===== src/rtl/pc_fetch_unit_pkg.sv =====
`default_nettype none
// ============================================================================
// Module      : pc_fetch_unit_pkg
// Description : Shared types and helpers for the instruction fetch unit.
//               Holds the fetch controller state encoding, the sequential
//               PC increment and the word-alignment helper that is applied
//               to redirect targets.
// Ports       : none (package)
// Revision    : 1.0 - initial release
// ============================================================================
package pc_fetch_unit_pkg;

    // Fetch controller states. IDLE is only ever visited out of reset.
    typedef enum logic [1:0] {
        IFU_IDLE = 2'd0,
        IFU_REQ  = 2'd1,
        IFU_WAIT = 2'd2,
        IFU_HOLD = 2'd3
    } ifu_state_e;

    // Byte distance between consecutive instructions.
    localparam logic [31:0] PC_STEP = 32'd4;

    // Instruction addresses are always word aligned. Masking (rather than
    // slicing) keeps every bit of the incoming target in use.
    function automatic logic [31:0] word_align(input logic [31:0] addr);
        return addr & 32'hFFFF_FFFC;
    endfunction

endpackage
`default_nettype wire


===== src/rtl/pc_fetch_unit.sv =====
`default_nettype none
// ============================================================================
// Module      : pc_fetch_unit
// Description : Owns the architectural PC, issues one instruction fetch at a
//               time to instruction memory (valid/ready request, single
//               response-valid beat per accepted request) and presents the
//               fetched word to decode over a valid/ready handshake.
//               Sequential PC+4 is generated internally; branch/jump
//               redirects arrive with the target already computed.
// Ports       : clk, rst                        - clock, sync active-high reset
//               redirect_valid/redirect_target  - taken branch/jump and target
//               imem_req_valid/ready, imem_addr - fetch request channel
//               imem_resp_valid/imem_resp_data  - fetch response channel
//               inst_valid/ready, inst_pc/data  - instruction to decode
//               drop_cnt                        - saturating count of
//                                                 responses discarded
// Revision    : 1.0 - initial release
// ============================================================================
module pc_fetch_unit
    import pc_fetch_unit_pkg::*;
#(
    parameter logic [31:0] RESET_PC = 32'h0000_0000,
    parameter int unsigned CNT_W    = 16
) (
    input  logic             clk,
    input  logic             rst,
    input  logic             redirect_valid,
    input  logic [31:0]      redirect_target,
    output logic             imem_req_valid,
    input  logic             imem_req_ready,
    output logic [31:0]      imem_addr,
    input  logic             imem_resp_valid,
    input  logic [31:0]      imem_resp_data,
    output logic             inst_valid,
    input  logic             inst_ready,
    output logic [31:0]      inst_pc,
    output logic [31:0]      inst_data,
    output logic [CNT_W-1:0] drop_cnt
);

    localparam logic [CNT_W-1:0] CNT_MAX = '1;
    localparam logic [CNT_W-1:0] CNT_ONE = CNT_W'(1);

    ifu_state_e       state_q,     state_d;
    logic [31:0]      pc_q,        pc_d;
    logic             drop_q,      drop_d;
    logic [31:0]      inst_pc_q,   inst_pc_d;
    logic [31:0]      inst_data_q, inst_data_d;
    logic [CNT_W-1:0] drop_cnt_q,  drop_cnt_d;

    logic [31:0]      w_target;

    assign w_target = word_align(redirect_target);

    // ------------------------------------------------------------------
    // State and datapath registers
    // ------------------------------------------------------------------
    always_ff @(posedge clk) begin
        if (rst) begin
            state_q     <= IFU_IDLE;
            pc_q        <= RESET_PC;
            drop_q      <= 1'b0;
            inst_pc_q   <= 32'd0;
            inst_data_q <= 32'd0;
            drop_cnt_q  <= '0;
        end else begin
            state_q     <= state_d;
            pc_q        <= pc_d;
            drop_q      <= drop_d;
            inst_pc_q   <= inst_pc_d;
            inst_data_q <= inst_data_d;
            drop_cnt_q  <= drop_cnt_d;
        end
    end

    // ------------------------------------------------------------------
    // Next-state logic
    // ------------------------------------------------------------------
    always_comb begin
        state_d     = state_q;
        pc_d        = pc_q;
        drop_d      = drop_q;
        inst_pc_d   = inst_pc_q;
        inst_data_d = inst_data_q;
        drop_cnt_d  = drop_cnt_q;

        unique case (state_q)
            IFU_IDLE: begin
                state_d = IFU_REQ;
            end

            IFU_REQ: begin
                if (imem_req_ready) begin
                    state_d = IFU_WAIT;
                    // A redirect coinciding with acceptance leaves a stale
                    // request in flight whose response must be thrown away.
                    drop_d  = redirect_valid;
                end
                // Unaccepted request simply retargets next cycle.
                if (redirect_valid) begin
                    pc_d = w_target;
                end
            end

            IFU_WAIT: begin
                if (imem_resp_valid) begin
                    state_d = IFU_REQ;
                    if (drop_q || redirect_valid) begin
                        drop_d = 1'b0;
                        if (drop_cnt_q != CNT_MAX) begin
                            drop_cnt_d = drop_cnt_q + CNT_ONE;
                        end
                        if (redirect_valid) begin
                            pc_d = w_target;
                        end
                    end else begin
                        state_d     = IFU_HOLD;
                        inst_data_d = imem_resp_data;
                        inst_pc_d   = pc_q;
                        pc_d        = pc_q + PC_STEP;
                    end
                end else if (redirect_valid) begin
                    // Only one request can be outstanding, so a single
                    // flag suffices however many redirects pile up.
                    pc_d   = w_target;
                    drop_d = 1'b1;
                end
            end

            IFU_HOLD: begin
                // Redirect flushes the buffered instruction even if decode
                // is accepting it in the same cycle.
                if (redirect_valid) begin
                    pc_d    = w_target;
                    state_d = IFU_REQ;
                end else if (inst_ready) begin
                    state_d = IFU_REQ;
                end
            end

            default: begin
                state_d = IFU_IDLE;
            end
        endcase
    end

    // ------------------------------------------------------------------
    // Outputs: decoded from state and registers only
    // ------------------------------------------------------------------
    assign imem_req_valid = (state_q == IFU_REQ);
    assign imem_addr      = (state_q == IFU_REQ) ? pc_q : 32'd0;
    assign inst_valid     = (state_q == IFU_HOLD);
    assign inst_pc        = inst_pc_q;
    assign inst_data      = inst_data_q;
    assign drop_cnt       = drop_cnt_q;

endmodule
`default_nettype wire


===== config.mk =====
export PLATFORM = sky130hd
export DESIGN_NAME = pc_fetch_unit
export DESIGN_NICKNAME = d
export VERILOG_FILES = /design/src/rtl/pc_fetch_unit_pkg.sv /design/src/rtl/pc_fetch_unit.sv
export SDC_FILE = /design/constraint.sdc
export NUM_CORES = 1
export LEC_CHECK = 0
export BUFFER_PORTS_ARGS = -buffer_cell sky130_fd_sc_hd__buf_2
export CAP_MARGIN = 20
export CORE_AREA = 2 2 114 116
export CTS_BUF_LIST = sky130_fd_sc_hd__clkbuf_16
export DETAILED_ROUTE_END_ITERATION = 10
export DIE_AREA = 0 0 116 118
export GPL_TIMING_DRIVEN = 0
export PLACE_DENSITY_LB_ADDON = 0.08
export REMOVE_ABC_BUFFERS = 1
export SYNTH_ARGS = -nofsm -noshare
export SYNTH_HDL_FRONTEND = slang
export SYNTH_SLANG_ARGS = --single-unit

===== constraint.sdc =====
create_clock -name clk -period 4.35 [get_ports clk]
set_input_delay 0.87 -clock clk [delete_from_list [all_inputs] [get_ports clk]]
set_output_delay 0.87 -clock clk [all_outputs]
set_load 0.005 [all_outputs]

==> out/qor.yml <==
fin_setup_tns_ns: 0
mostFrequentLayoutCells: "buf_2 (182), nand2_1 (152), dfxtp_1 (115)"
cp-start-kind: "flip-flop"
routed_via_density: 5.21
p_sw_w: 0.000742
ys_warn_count: 0
status: "completed"
ys_seq_area_frac: 0.425
grt_usage: 0.223
grt_pass1_vias: 5027
globalplace.congestion: 0.839
core-area_sq_um: 12400
worst_path_max_delay_cell: "nor2_2"
route.detailed.drc: 0
area_growth_pct: 29.4
die_area_sq_um: 13700
internal_power_w: 0.00207
maxSlewViolCount: 0
rsz0062_at_grt: "false"
cts_tree: "yes"
netlist_area_sq_um: 5410
hold_viol: 0
dr.first_iter.drc_count: 420
design_area_sq_um: 7010
cts.sinks: 115
cts_max_path_buffers: 2
multi_input_area_sq_um: 2880
cts-buffers-inserted: 17
die_w_um: 116
htreeDepth: 4
syn_inst: 695
io_pins: 184
slew_headroom: 0.271
p_leak_nw: 2.97
grt_first_pass_wirelength_um: 24400
worst-setup-path-type: "reg2reg"
combPwrFrac: 0.122
dpl_cell_area_sq_um: 6460
ant_nets: 0
cts_setup_buffers: 0
setup_viol: 0
start_util: 0.436
critPathMaxStageDelay_ns: 0.85
min_period_ns: 3.28
cts_hold_buf: 0
portBuffers: 181
clock_latency_ns: 0.41
avgSynthCellArea_sq_um: 7.79
clock_tree.root_cell: "clkbuf_16"
regArea_sq_um: 2300
synth-async-reset-ratio: 0
vias: 5403
ir_worst_vdd_v: 0.000186
sw_frac_of_total: 0.264
antenna_found_initial: 0
cts_resized: 0
synth_seq_cells: 115
crit_fanout: 25
drtPass1Iterations: 5
grt_max_degree: 60
drive_gt1_frac: 0.278
synthFlopType: "dfxtp_1"
grt.overflow.total: 0
num-fill-cells: 1221
routedWlPerCell_um: 14.7
finClkSkew_ns: 0.00284
pwr-share-clk: 0.461
n_antenna_cell: 0
dieHeight_um: 118
endpoint_kind: "flip-flop"
clkSlewWorstSetupHoldPaths_ns: 0.05
cp_data_required_time_ns: 4.67
powerDensity_nw_per_um2: 401
synth_edf_count: 0
crit_chain: "inv_1, ha_1, buf_16, or3b_1, nor2_2, nand2_1, o31a_1, nor4_1"
nets: 931
hold_class: "reg2reg"
cap_violations: 0
routed_wirelength_um: 15200
whs_ns: 0.447
post-route-period-util: 0.754
p_seq_frac: 0.417
worst_pin_slew_ns: 1.09
mostFrequentLayoutCell: "buf_2"
hpwl_um: 10600
max_freq_mhz: 305
fp-row-count: 41
arrival_ns: 3.60
synth.distinct_cells: 60
## metrics by stage
step / setup WS (ns) / total power (W) / utilization / std cells
after CTS: 1.05 / 0.00284 / 0.564 / 1038
after global placement: 0.564 / 0.00151 / 0.511 / 1001
after global routing: 0.843 / 0.00293 / 0.564 / 1038
after floorplan: 1.68 / 0.00137 / - / 648
after detailed placement: 1.06 / 0.00154 / 0.520 / 1007
final: 1.07 / 0.00281 / 0.564 / 1038
## sequential cells by signal (all words and copies together) (netlist names)
signal and flops:
inst_data 32, inst_pc 32, pc_q 32, drop_cnt 16, state_q 2, drop_q 1
## cells by family (layout without fill, tap and decap cells)
logic type      count (synthesis)  after routing  share of synthesized area
flops                         115            115                      0.425
buf+inv                        59            230                     0.0444
xor+xnor                       14             14                     0.0226
simple gates                  341            341                      0.307
fa+ha+maj                       7              7                     0.0162
mux                             3              3                    0.00555
compound gates                156            156                      0.179
## area by class of cell
type                    count  area share
inverters                  12     0.00643
well taps                 172      0.0307
multi-input cells         521       0.412
clock buffers              17      0.0607
flip-flops and latches    115       0.329
repair buffers            187       0.145
clock inverters            14      0.0173
## power groups by stage
stage | Combinational, W | Clock, W | Sequential (W)
CTS | 0.000346 | 0.00132 | 0.00117
global placement | 0.000319 | 0 | 0.00119
floorplan | 0.000195 | 0 | 0.00117
finish | 0.000343 | 0.00130 | 0.00117
global route | 0.000384 | 0.00136 | 0.00118
detailed placement | 0.000344 | 0 | 0.00119
## final timing paths
kind              depth (start not counted)                       from  slack [ns]                   endpoint
hold reg to reg                           2  inst_data[2]$_SDFFE_PP0P_        0.45  inst_data[2]$_SDFFE_PP0P_
setup reg to reg                          8    state_q[1]$_SDFFE_PP0P_        1.07      pc_q[25]$_SDFFE_PP0P_
setup / recovery                          8    state_q[1]$_SDFFE_PP0P_        1.07      pc_q[25]$_SDFFE_PP0P_
hold / removal                            2  inst_data[2]$_SDFFE_PP0P_        0.45  inst_data[2]$_SDFFE_PP0P_
## critical path, delay by kind of cell (launching register included)
family	cells	cell delay (ns)
compound gates	1	0.32
fa+ha+maj	1	0.43
simple gates	4	1.69
buf+inv	2	0.37
flops	1	0.37
## layer usage
layer / track usage / up-vias / wire (um)
met5: 0 / - / 0
met2: 0.344 / 179 / 6890
met1: 0.298 / 2478 / 7060
met3: 0.0505 / 27 / 980
li1: - / 2719 / -
met4: 0.0923 / 0 / 286
## Yosys cell counts (10+ instances only)
cell type    n  area [sq um]
dfxtp_1    115          2300
a21oi_1     86           430
inv_1       12          45.0
and2_1      35           219
xnor2_1     10          87.6
clkbuf_1    33           124
nand3_1     21           105
o21ai_0     22           110
nand2_1    152           571
nand4_1     13          81.3
nor3_1      12          60.1
nor2_1      58           218
No activity file was read; power rests on OpenSTA's default activity.
